File: config.mk
export PLATFORM = sky130hd
export DESIGN_NAME = approx_log_multiplier_pipe
export DESIGN_NICKNAME = d
export VERILOG_FILES = /design/src/rtl/approx_log_multiplier_pipe.sv
export SDC_FILE = /design/constraint.sdc
export NUM_CORES = 1
export LEC_CHECK = 0
export ABC_AREA = 1
export CORE_ASPECT_RATIO = 0.75
export CORE_MARGIN = 4
export CORE_UTILIZATION = 36
export DETAILED_ROUTE_END_ITERATION = 10
export HOLD_SLACK_MARGIN = 0.03
export MAX_ROUTING_LAYER = met4
export PLACE_DENSITY = 0.53
export SLEW_MARGIN = 20
export SYNTH_ARGS = -nofsm -noshare
export SYNTH_HDL_FRONTEND = slang
export SYNTH_SLANG_ARGS = --single-unit
File: constraint.sdc
create_clock -name clk -period 8.19 [get_ports clk]
set_input_delay 2.457 -clock clk [delete_from_list [all_inputs] [get_ports clk]]
set_output_delay 2.457 -clock clk [all_outputs]
set_load 0.005 [all_outputs]
File: src/rtl/approx_log_multiplier_pipe.sv
`default_nettype none
// ============================================================================
// Module   : approx_log_multiplier_pipe
// Purpose  : Pipelined signed WIDTH x WIDTH multiplier. Each transaction picks
//            either the exact product or a Mitchell-style log-domain
//            approximation whose log fraction is truncated to T bits (T-1 kept
//            bits plus a forced 1). A sideband tag travels with every result.
//            Valid/ready flow control with a single global advance enable.
// Ports    : clk        - clock, rising edge
//            rst_n      - synchronous active-low reset
//            in_valid   - operand pair present
//            in_ready   - block accepts this cycle (combinational)
//            in_a/in_b  - signed operands, WIDTH bits
//            in_exact   - 1 = exact product, 0 = approximate
//            in_tag     - sideband tag, TAG_W bits
//            out_valid  - result present
//            out_ready  - downstream accepts
//            out_result - signed product, 2*WIDTH bits
//            out_tag    - tag of this result
// Revision : 1.0 - initial release
// ============================================================================
module approx_log_multiplier_pipe #(
   parameter int WIDTH  = 8,
   parameter int T      = 4,
   parameter int STAGES = 3,
   parameter int TAG_W  = 4
) (
   input  logic               clk,
   input  logic               rst_n,
   input  logic               in_valid,
   output logic               in_ready,
   input  logic [WIDTH-1:0]   in_a,
   input  logic [WIDTH-1:0]   in_b,
   input  logic               in_exact,
   input  logic [TAG_W-1:0]   in_tag,
   output logic               out_valid,
   input  logic               out_ready,
   output logic [2*WIDTH-1:0] out_result,
   output logic [TAG_W-1:0]   out_tag
);
   localparam int c_kw  = $clog2(WIDTH);     // leading-one index width
   localparam int c_xw  = WIDTH - 1;         // fraction below the leading one
   localparam int c_sw  = 1 + c_kw + T;      // sum of two log values
   localparam int c_mw  = T + 2*WIDTH;       // antilog before the final >>T
   localparam int c_pw  = 2*WIDTH;           // product width
   localparam int c_nrt = (STAGES > 3) ? STAGES - 3 : 0;
   localparam logic [c_kw-1:0] c_kmax = c_kw'(WIDTH - 1);
   localparam logic [c_mw-1:0] c_sat  = {{(T+1){1'b0}}, {(c_pw-1){1'b1}}};

   typedef struct packed {
      logic             valid;
      logic             exact;
      logic [TAG_W-1:0] tag;
      logic [WIDTH-1:0] a;
      logic [WIDTH-1:0] b;
      logic             zero;
      logic             sign;
      logic [c_kw-1:0]  ka;
      logic [c_kw-1:0]  kb;
      logic [c_xw-1:0]  xa;
      logic [c_xw-1:0]  xb;
   } s1_t;

   typedef struct packed {
      logic             valid;
      logic             exact;
      logic [TAG_W-1:0] tag;
      logic [WIDTH-1:0] a;
      logic [WIDTH-1:0] b;
      logic             zero;
      logic             sign;
      logic [c_sw-1:0]  s;
   } s2_t;

   typedef struct packed {
      logic             valid;
      logic [TAG_W-1:0] tag;
      logic [c_pw-1:0]  result;
   } s3_t;

   function automatic logic [c_kw-1:0] lead_one(input logic [WIDTH-1:0] v);
      lead_one = '0;
      for (int i = 0; i < WIDTH; i++) begin
         if (v[i]) lead_one = c_kw'(i);
      end
   endfunction

   // Whole pipeline advances together; a held output freezes every stage.
   logic w_en;
   assign w_en     = !out_valid || out_ready;
   assign in_ready = w_en;

   // ---------------- stage 1: sign / abs / leading-one detect --------------
   s1_t              w_s1_d, w_s1_q;
   logic [WIDTH-1:0] w_abs_a, w_abs_b;

   always_comb begin
      // Unsigned WIDTH-bit abs: the most negative value maps to 2^(WIDTH-1).
      w_abs_a      = in_a[WIDTH-1] ? -in_a : in_a;
      w_abs_b      = in_b[WIDTH-1] ? -in_b : in_b;
      w_s1_d       = '0;
      w_s1_d.valid = in_valid;
      w_s1_d.exact = in_exact;
      w_s1_d.tag   = in_tag;
      w_s1_d.a     = in_a;
      w_s1_d.b     = in_b;
      w_s1_d.zero  = (in_a == '0) || (in_b == '0);
      w_s1_d.sign  = in_a[WIDTH-1] ^ in_b[WIDTH-1];
      w_s1_d.ka    = lead_one(w_abs_a);
      w_s1_d.kb    = lead_one(w_abs_b);
      // Shift the leading one up to the MSB; what remains below it is x.
      w_s1_d.xa    = c_xw'(w_abs_a << (c_kmax - w_s1_d.ka));
      w_s1_d.xb    = c_xw'(w_abs_b << (c_kmax - w_s1_d.kb));
   end

   generate
      if (STAGES >= 3) begin : g_reg1
         s1_t r_s1;
         always_ff @(posedge clk) begin
            if (!rst_n)    r_s1 <= '0;
            else if (w_en) r_s1 <= w_s1_d;
         end
         assign w_s1_q = r_s1;
      end else begin : g_pass1
         assign w_s1_q = w_s1_d;
      end
   endgenerate

   // ---------------- stage 2: truncation / log / add ------------------------
   s2_t          w_s2_d, w_s2_q;
   logic [T-1:0] w_xt_a, w_xt_b;
   logic         w_unused_x;

   // Fraction bits below the truncation point are intentionally dropped.
   assign w_unused_x = ^{w_s1_q.xa, w_s1_q.xb};

   always_comb begin
      w_xt_a       = {w_s1_q.xa[c_xw-1 -: T-1], 1'b1};
      w_xt_b       = {w_s1_q.xb[c_xw-1 -: T-1], 1'b1};
      w_s2_d       = '0;
      w_s2_d.valid = w_s1_q.valid;
      w_s2_d.exact = w_s1_q.exact;
      w_s2_d.tag   = w_s1_q.tag;
      w_s2_d.a     = w_s1_q.a;
      w_s2_d.b     = w_s1_q.b;
      w_s2_d.zero  = w_s1_q.zero;
      w_s2_d.sign  = w_s1_q.sign;
      // L = k*2^T + x_t is just the concatenation {k, x_t}.
      w_s2_d.s     = {1'b0, w_s1_q.ka, w_xt_a} + {1'b0, w_s1_q.kb, w_xt_b};
   end

   generate
      if (STAGES >= 2) begin : g_reg2
         s2_t r_s2;
         always_ff @(posedge clk) begin
            if (!rst_n)    r_s2 <= '0;
            else if (w_en) r_s2 <= w_s2_d;
         end
         assign w_s2_q = r_s2;
      end else begin : g_pass2
         assign w_s2_q = w_s2_d;
      end
   endgenerate

   // ---------------- stage 3: antilog / saturate / sign-set -----------------
   s3_t             w_s3_d, r_s3;
   logic [c_kw:0]   w_k;
   logic [T-1:0]    w_f;
   logic [c_mw-1:0] w_m;
   logic [c_pw-1:0] w_mag, w_prod;

   always_comb begin
      w_k    = w_s2_q.s[c_sw-1:T];
      w_f    = w_s2_q.s[T-1:0];
      w_m    = (c_mw'({1'b1, w_f}) << w_k) >> T;
      w_mag  = (w_m > c_sat) ? {1'b0, {(c_pw-1){1'b1}}} : c_pw'(w_m);
      // Low 2*WIDTH bits of the sign-extended product are the signed product.
      w_prod = {{WIDTH{w_s2_q.a[WIDTH-1]}}, w_s2_q.a} *
               {{WIDTH{w_s2_q.b[WIDTH-1]}}, w_s2_q.b};
      w_s3_d       = '0;
      w_s3_d.valid = w_s2_q.valid;
      w_s3_d.tag   = w_s2_q.tag;
      if (w_s2_q.exact)     w_s3_d.result = w_prod;
      else if (w_s2_q.zero) w_s3_d.result = '0;
      else if (w_s2_q.sign) w_s3_d.result = -w_mag;
      else                  w_s3_d.result = w_mag;
   end

   always_ff @(posedge clk) begin
      if (!rst_n)    r_s3 <= '0;
      else if (w_en) r_s3 <= w_s3_d;
   end

   // ---------------- optional output retiming -------------------------------
   s3_t w_chain [c_nrt+1];
   assign w_chain[0] = r_s3;

   generate
      for (genvar g = 0; g < c_nrt; g++) begin : g_retime
         s3_t r_rt;
         always_ff @(posedge clk) begin
            if (!rst_n)    r_rt <= '0;
            else if (w_en) r_rt <= w_chain[g];
         end
         assign w_chain[g+1] = r_rt;
      end
   endgenerate

   assign out_valid  = w_chain[c_nrt].valid;
   assign out_tag    = w_chain[c_nrt].tag;
   assign out_result = w_chain[c_nrt].result;

endmodule
`default_nettype wire

==> qor.yml <==
status: "finished, final reports clean"
fp.dieW_um: 174.8
route.met2.wl_um: 7692
numPortBuffers: 46
grt_antenna_before_repair: 0
htree_levels: 3
crit_chain: "clkdlybuf4s50_1 > nor2_4 > clkinv_2 > clkdlybuf4s50_1"
antenna_left: 0
cts_tree: "yes"
start_kind: "input port"
cts_buffer_depth: 2
grt_util_all_layers: 0.1698
met1_length_um: 10210
via_per_inst: 4.655
nFillCells: 2200
cts_setup_buffers: 0
vias: 6633
syn_area_um2: 7511
drtIter0Drc: 485
die_y_um: 133.1
synth.avg_cell_area_um2: 6.670
hpwl_um: 14360
cp.required_ns: 5.73
dieArea_um2: 23260
critPathMaxFanout: 2
cts_hold_buf: 0
power.total_mw: 1.361
p_per_area_nw_per_um2: 160.5
ys_seq_elements: 88
drt-total-wl_um: 18740
skew_ns: 0.01597
p_leak_nw: 4.567
synth_area_leaders: "dfxtp_1, fa_1, inv_1"
core_area_um2: 20380
grt_max_degree: 86
cts_resized: 0
rsz0062_at_grt: "false"
crit_top_cell: "clkdlybuf4s50_1"
root_buffer: "clkbuf_16"
grt_pass1_vias: 6202
finalWeightedCongestion: 0.8835
post_synth_inst_count: 1126
layout-drive-gt1-share: 0.04724
slew_viol_final: 0
start_util: 0.3685
cap_violations: 0
path_buf_inv: 3
syn2layout_area_growth_pct: 12.88
syn-num-nets: 1245
setup_viol: 0
fin_crit_ns: 6.068
yosysWarnings: 0
num_antenna_cells: 0
cts_made_buffers: 9
num_io_pins: 47
crit_family: "buffers and inverters"
fin_nets: 1257
rows: 45
drc: 0
routed.top_layer: "met4"
route.met3.wl_um: 683
worst_pin_slew_ns: 0.7753
crit_path_top_delay_cell: "clkdlybuf4s50_1"
synth.distinct_cells: 35
crit_type: "in2out"
cts_sinks: 88
finalHoldViolations: 0
period_share: 0.7409
synth_area_leader_cell: "dfxtp_1"
clkSlewWorstSetupHoldPaths_ns: 0.07
synth_top_area_frac: 0.2345
max_freq_ghz: 0.1648
critical_path_arrival_ns: 3.61
grt_pass1_wl_um: 31790
ys_seq_area_frac: 0.2345
drt_pass1_iterations: 5
setup_tns_ns: 0
overflow: 0
ir_drop_uv: 78.94
worstSkewPairLatency_ns: 0.35
crit_path_end_kind: "output port"
slew_headroom: 0.4831
wl_per_cell_um: 13.15
critical_path.max_stage_delay_ns: 0.44
timing.hold.worst.class: "reg2reg"
==> cells in the mapped netlist <==
master	instances
a21o_1	1
a21oi_1	61
a221oi_1	1
a31oi_1	4
and2_1	1
buf_2	2
buf_4	3
clkbuf_1	45
clkinv_1	4
dfxtp_1	88
fa_1	56
ha_1	38
inv_1	224
inv_2	8
inv_4	1
nand2_1	213
nand2_2	8
nand2_4	1
nand3_1	72
nand3_2	3
nand3b_1	5
nand4_1	8
nor2_1	118
nor2_2	1
nor2_4	3
nor3_1	7
nor4_1	1
o211ai_1	9
o21ai_0	112
o21ai_1	4
o21ai_2	1
o21bai_1	4
or2_2	4
xnor2_1	6
xor2_1	9
==> stage by stage <==
stage	hold WS (ns)	instance area [um2]	utilization	setup slack (ns)	std cells
floorplan	0.4297	7511	-	2.414	1126
global route	0.4789	8478	0.4160	2.085	1425
detailed placement	0.4504	8164	0.4006	2.107	1409
global placement	0.4432	8164	0.4006	2.109	1409
CTS	0.4643	8478	0.4160	2.107	1425
finish	0.4633	8478	0.4160	2.122	1425
==> registers in the layout, indices dropped and copies added, names as in the netlist <==
signal and cells:
g_reg1.r_s1 36, g_reg2.r_s2 31, out_result 16, out_tag 4, out_valid 1
==> routing by layer <==
metal / vias to the layer above / global-route usage
met3: 12 / 0.02525
met5: - / -
met4: 0 / 0.02791
met1: 2991 / 0.2557
met2: 126 / 0.2453
li1: 3504 / -
==> tightest hold or removal path: cells and delay by family (launching register included) <==
family,cells,cell delay (ns)
DFF,1,0.31
AOI/OAI and AO/OA,1,0.05
and+or+nand+nor,1,0.06
==> cell families after synthesis <==
kind of cell    count (synthesis)  synth area share
flops                          88            0.2345
compound gates                197            0.1376
simple gates                  445            0.2522
xor+xnor                       15           0.01749
buf+inv                       287            0.1456
fa+ha+maj                      94            0.2126
==> cell usage in the layout, fill, tap and decap left out, drive strengths merged <==
master and n:
or2 4, nor3 7, and2 1, bufinv 1
xor2 9, nand4 8, dfxtp 88, clkinv 6
o211ai 9, a21o 1, nor4 1, clkbuf 10
o21bai 4, nand2 222, fa 56, a31oi 4
buf 6, nand3 75, a21oi 61, nand3b 5
nor2 122, clkdlybuf4s50 45, a221oi 1, ha 38
clkinvlp 1, inv 235, xnor2 6, o21ai 117
==> worst paths after layout <==
path / to / from / cells past startpoint / slack [ns]
hold reg to reg: g_reg1.r_s1[37] / g_reg1.r_s1[37] / 2 / 0.46
setup reg to reg: out_result[14] / g_reg2.r_s2[17] / 22 / 3.30
setup / recovery: in_ready / out_ready / 4 / 2.12
hold / removal: g_reg1.r_s1[37] / g_reg1.r_s1[37] / 2 / 0.46
==> power breakdown <==
group | total, mW | leakage [nW] | switching, mW | internal (mW)
clock network | 0.440 | 0.151 | 0.191 | 0.249
registers | 0.520 | 0.727 | 0.0499 | 0.471
logic | 0.400 | 3.69 | 0.242 | 0.158
total | 1.36 | 4.57 | 0.482 | 0.878
==> cell type report <==
cell class	count	area, um2	share of cell area
clock inverters	6	75.07	0.008855
inverters	237	893.4	0.1054
multi-input cells	751	4663	0.5500
repair buffers	51	493.0	0.05815
clock buffers	10	239.0	0.02819
flip-flops and latches	88	1762	0.2078
well taps	282	352.8	0.04162
Power figures use the tool's default switching activity.
